**src/rtl/serial_bit_feeder.sv**
```systemverilog
// Parallel-to-serial feeder for the sequence-detector FSM.
// Takes words over valid/ready and emits one bit per clock with pause support.
module serial_bit_feeder #(
  parameter int WIDTH      = 8,
  parameter bit MSB_FIRST  = 1'b1,
  parameter bit IDLE_LEVEL = 1'b0
) (
  input  logic             clock,
  input  logic             reset,
  input  logic             load_valid,
  input  logic [WIDTH-1:0] load_data,
  output logic             load_ready,
  input  logic             hold,
  output logic             x_out,
  output logic             bit_valid,
  output logic             busy,
  output logic             frame_done
);

  localparam int CW = $clog2(WIDTH);
  localparam logic [CW-1:0] LAST = CW'(WIDTH - 1);

  typedef enum logic {
    IDLE,
    SHIFT
  } state_e;

  state_e           state_q, state_d;
  logic [WIDTH-1:0] sr_q, sr_d;
  logic [CW-1:0]    cnt_q, cnt_d;
  logic             x_q, x_d;
  logic             v_q, v_d;
  logic             busy_q, busy_d;
  logic             fd_q, fd_d;
  logic             last;
  logic             accept;

  always_comb begin
    last       = (state_q == SHIFT) && (cnt_q == LAST);
    load_ready = (state_q == IDLE) || (last && !hold);
    accept     = load_valid && load_ready;

    state_d = state_q;
    sr_d    = sr_q;
    cnt_d   = cnt_q;

    unique case (state_q)
      IDLE: begin
        if (accept) begin
          state_d = SHIFT;
          sr_d    = load_data;
          cnt_d   = '0;
        end
      end
      SHIFT: begin
        if (!hold) begin
          if (cnt_q != LAST) begin
            cnt_d = cnt_q + 1'b1;
            sr_d  = MSB_FIRST ? (sr_q << 1) : (sr_q >> 1);
          end else if (accept) begin
            sr_d  = load_data;
            cnt_d = '0;
          end else begin
            state_d = IDLE;
            sr_d    = '0;
            cnt_d   = '0;
          end
        end
      end
    endcase

    // A bit is valid unless this edge froze the word on a held bit.
    busy_d = (state_d == SHIFT);
    x_d    = IDLE_LEVEL;
    if (busy_d) begin
      x_d = MSB_FIRST ? sr_d[WIDTH-1] : sr_d[0];
    end
    v_d  = busy_d && !((state_q == SHIFT) && hold);
    fd_d = v_d && (cnt_d == LAST);
  end

  always_ff @(posedge clock or negedge reset) begin
    if (!reset) begin
      state_q <= IDLE;
      sr_q    <= '0;
      cnt_q   <= '0;
      x_q     <= IDLE_LEVEL;
      v_q     <= 1'b0;
      busy_q  <= 1'b0;
      fd_q    <= 1'b0;
    end else begin
      state_q <= state_d;
      sr_q    <= sr_d;
      cnt_q   <= cnt_d;
      x_q     <= x_d;
      v_q     <= v_d;
      busy_q  <= busy_d;
      fd_q    <= fd_d;
    end
  end

  assign x_out      = x_q;
  assign bit_valid  = v_q;
  assign busy       = busy_q;
  assign frame_done = fd_q;

endmodule

```
**config.mk**
```make
export PLATFORM = sky130hd
export DESIGN_NAME = serial_bit_feeder
export DESIGN_NICKNAME = d
export VERILOG_FILES = /design/src/rtl/serial_bit_feeder.sv
export SDC_FILE = /design/constraint.sdc
export NUM_CORES = 1
export LEC_CHECK = 0
export CORE_MARGIN = 8
export CORE_UTILIZATION = 51
export CTS_BUF_LIST = sky130_fd_sc_hd__clkbuf_4 sky130_fd_sc_hd__clkbuf_8
export CTS_CLUSTER_SIZE = 28
export DETAILED_ROUTE_END_ITERATION = 8
export GPL_ROUTABILITY_DRIVEN = 1
export HOLD_SLACK_MARGIN = 0.1
export PLACE_DENSITY_LB_ADDON = 0.12
export SYNTH_ARGS = -nofsm -noshare
export SYNTH_HDL_FRONTEND = slang
export SYNTH_SLANG_ARGS = --single-unit
```
**constraint.sdc**
```tcl
create_clock -name clock -period 1.9 [get_ports clock]
set_input_delay 0.57 -clock clock [delete_from_list [all_inputs] [get_ports clock]]
set_output_delay 0.57 -clock clock [all_outputs]
set_load 0.03 [all_outputs]
```
; ---- After elaboration in Yosys (flattened, before gate mapping)
; Cells that the tools add are included.
[word_totals]
elab_cells = 38
in_bits = 12
ff_bits = 15
out_inout_bits = 5
[classes]
n_mux = 14
bitwise = 1
n_reduce_logical = 10
eq_ne = 5
add_sub_neg = 1
[ops]
columns = operator, count
row1 = 8-bit two-way mux, 4
row2 = 8-bit one-hot mux with 2 select lines, 1
row3 = 3-bit two-way mux, 3
row4 = 3-bit equality test (second input constant), 2
row5 = 1-bit logical AND, 6
row6 = 3-bit one-hot mux with 2 select lines, 1
row7 = 1-bit two-way mux, 4
row8 = 2-bit != test (second input constant), 2
row9 = 3-bit by 1-bit adder with 3-bit output (second input constant), 1
row10 = 3-bit != test (second input constant), 1
row11 = 1-bit logical NOT, 2
row12 = 1-bit one-hot mux with 2 select lines, 1
row13 = 2-bit AND reduction, 1
row14 = 1-bit logical OR, 1
row15 = 1-bit NOT, 1

; ---- Longest topological paths before layout
[logic_depth]
ltp_word = 11
depth_mapped = 5
ltp_nobuf = 5

; ---- Least setup slack after synthesis
; Ideal clock, no wire load.
[synth_timing]
kind = flip-flop to output port
start = register cnt_q[0]
end = output load_ready
arrival_time_ns = 1.094
path_slack_ns = 0.236
required_ns = 1.330
stages_incl_launch_ff = 5
path_buffers = 0
path_cell_list = dfrtp_1 -> ha_1 -> ha_1 -> nand2b_1 -> nand2_1
[synth_via]
elab_chain_len = 4
[synth_rtl]
columns = element, line_no
row1 = from (decl), 30  ; logic [CW-1:0] cnt_q, cnt_d;
row2 = from (signal assigned), 94  ; cnt_q <= cnt_d;
row3 = 3-bit equality test, 39  ; last = (state_q == SHIFT) && (cnt_q == LAST);
row4 = 1-bit logical AND, 39
row5 = 1-bit logical AND, 40  ; load_ready = (state_q == IDLE) || (last && !hold);
row6 = 1-bit logical OR, 40
row7 = to (decl), 12  ; output logic load_ready,
; Every way passes these cells.

; ---- Worst setup path after layout
; Ends and elaborated chain as after synthesis.

==> metrics <==
outcome finished with violations; failing checks setup timing; Cell variety after synth 30; Final Wtd Congestion about 0.81; nets roughly 120; Initial Util approximately 54%; post-DP HPWL between 1 and 1.5 mm; clock root buffer master clkbuf_4; switching pwr 0.000508 W; final WL ~2.1 mm; Slew @ Worst Pin between 300 and 400 ps; part of the power in registers roughly two fifths; worst reg2reg path depth 8; initial antenna violation count 0; CORE AREA approximately 1500 sq um; CTS Hold Bufs 0; Iter 0 DRT Violations 23; drt drc 0; setup ws final -37.8 ps; largest net degree at the start of global routing 16; leakage power roughly 0.5 nW; count of pins over their slew limit 0; final-layout fill cell count ~100; row count 14; Worst Skew approximately 4.0 ps; # diodes 0; setup slack, reg-to-reg between 100 and 150 ps; PD cells around 1200 nW/um^2; synth warn 0; commonest cells after routing, fill and taps aside dfrtp_1 (15), buf_4 (14), clkdlybuf4s50_1 (12); Worst setup EP type primary output; syn nets 94; Hold Vio Cnt, Final 0; Max Clock Freq 516 MHz; commonest non-fill, non-tap cell in the layout dfrtp_1; crit start category register; final core area utilization ~75%; crit-path cells ha_4 > ha_4 > nand2b_4 > nand2_4 > buf_6; first-pass GRT wire length 3.43 mm; via count ~730; hold_sp sr_q[0]$_DFFE_PN0P_; CP Class reg -> out; htree depth 1; most frequent CP cell ha_4; placed inst area about 1000 sq um; Die W 55.6 um; max-cap violations 0; Final period util 102%; total area of sequential cells roughly 380 sq um; unrepaired setup endpoints after global routing yes; Final min period 1940 ps; DRT antenna net count 0; Cell Int Power ~0.00084 W; r2r startpoint cnt_q[0]$_DFF_PN0_; Worst Path Required between 1000 and 1500 ps; Total GRT Usage around 14%; Clock Power Share between 15 and 20%; layout cells sized above 1 between 20% and 30%; Post-Synthesis Cell Area between 800 and 900 sq um; Slowest cell on crit path dfrtp_1; CTS buffer count 3; worst-path fanout max 3; Worst Hold Path EP sr_q[0]$_DFFE_PN0P_; grt total ovfl 0; vias in the first global route ~740; routed vias/inst around 5.9; share of power burned in combinational logic 46.7%; crit path DAT ~1400 ps; per-cell routed wire length approximately 16 um; R2R Path End sr_q[2]$_DFFE_PN0P_; Hold WC Path Type reg -> reg; I/O Buffers 16; Max VDD drop 0.842 mV; final setup vio count 1; Reg clk slew, reported paths about 90 ps; final instance area 1120 sq um; Sink Count 15; max_slew headroom between 70 and 80%; DIE HEIGHT between 50 and 60 um; Top Ports 17; footprint of the multi-input gates ~420 sq um; sequential area share after synthesis between 40% and 50%; Clk Latency, worst-skew pair roughly 290 ps; CTS tree built; switching portion of total power 37.6%; die area ~3100 sq um; Post-Synthesis Cells 80; area grow syn2layout 39.8%; clk buf depth 2; Hold Path Depth 1; register bit total from synthesis 15; total power approximately 0.0014 W; crit-path max cell delay roughly 440 ps; Syn Area/Cell around 10 sq um; drt pass-1 iters 4
==> critical path, delay by kind of cell (launching register included) <==
kind | cells | cell delay, ps
buf+inv | 1 | 150
fa+ha+maj | 2 | 350
simple gates | 2 | 140
flops | 1 | 440
==> flip-flops by register name, summed over array words and instances, names as in the netlist <==
register and count:
bit_valid 1, busy 1, frame_done 1, x_out 1, sr_q 8, cnt_q 3
==> final cells by class <==
| class | count | share of cell area, % |
|---|---|---|
| sequential | 15 | 33.5 |
| timing repair buffer | 29 | 23.0 |
| tap | 16 | 1.79 |
| inverter | 5 | 1.68 |
| multi-input combinational | 56 | 37.3 |
| clock buffer | 4 | 2.68 |
==> synth_stat cells <==
cell	count	share of area [%]
buf_6	1	1.4
inv_1	4	1.9
ha_1	2	3.1
a211oi_2	1	1.6
and3_1	1	0.78
nand2b_1	1	0.78
mux2i_1	1	1.3
a21oi_1	9	5.6
nand2_1	11	5.2
nor2_1	1	0.47
inv_2	1	0.47
and2_1	1	0.78
o22ai_1	1	0.78
o21ai_1	1	0.62
buf_4	1	0.94
nor3b_4	1	2.3
and2b_1	1	0.94
nor2_2	2	1.6
a31oi_1	7	5.5
nand2b_2	1	1.1
dfrtp_1	15	47
a32o_1	1	1.3
or2_1	1	0.78
o211ai_1	6	5.6
o2111ai_1	1	1.1
a22oi_2	1	1.6
mux2_1	2	2.8
a311oi_1	1	1.1
buf_2	2	1.3
o21ai_0	1	0.62
==> worst max path at each step <==
stage	start	end	slack, ps	cells after the start
floorplan	cnt_q[0]$_DFF_PN0_	load_ready	240	4
global placement	hold	load_ready	-110	4
detailed placement	hold	load_ready	-110	4
CTS	cnt_q[0]$_DFF_PN0_	load_ready	-10	5
global route	cnt_q[0]$_DFF_PN0_	load_ready	-80	5
finish	cnt_q[0]$_DFF_PN0_	load_ready	-40	5
==> logic make-up (layout without fill, tap and decap cells) <==
kind of cell	after synthesis	count (layout)	share of synthesized area, %
AO/OA/AOI/OAI	30	30	25.3
adder cells (fa/ha/maj)	2	2	3.12
buffers and inverters	9	38	5.94
flip-flops	15	15	46.9
multiplexers	3	3	4.06
AND/OR/NAND/NOR	21	21	14.7
==> timing repair <==
| action | CTS | global route |
|---|---|---|
| gates resized for setup | 8 | 2 |
| endpoints found under the setup margin | 1 | 2 |
| hold endpoints to repair | 0 | 0 |
| pin swaps | 1 | 1 |
| setup buffers | 1 | 3 |
==> per-layer routing <==
| metal | GRT usage (%) | vias up | wire length (um) |
|---|---|---|---|
| met3 | 4.11 | 5 | 122 |
| met5 | 0 | - | 0 |
| met2 | 22.9 | 18 | 1020 |
| li1 | - | 351 | - |
| met1 | 15.3 | 360 | 868 |
| met4 | 7.39 | 0 | 48 |
==> power groups by stage <==
| stage | Clock (W) | Sequential [W] | Combinational, W |
|---|---|---|---|
| floorplan | 0 | 0.000535 | 0.000311 |
| global placement | 0 | 0.000498 | 0.000517 |
| detailed placement | 0 | 0.000505 | 0.000529 |
| CTS | 0.000206 | 0.000503 | 0.000585 |
| global route | 0.000223 | 0.000527 | 0.000695 |
| finish | 0.000204 | 0.000516 | 0.000632 |
==> stage by stage <==
stage,setup WS (ps),hold slack (ps),cells,TNS (ps)
2_1_floorplan,236,274,80,0
3_3_place_gp,-112,485,117,-112
3_5_place_dp,-113,487,117,-124
4_1_cts,-14.4,507,122,-14.4
5_1_grt,-75.7,552,125,-75.7
6_report,-37.8,523,125,-37.8
No activity file was read; power rests on OpenSTA's default activity.
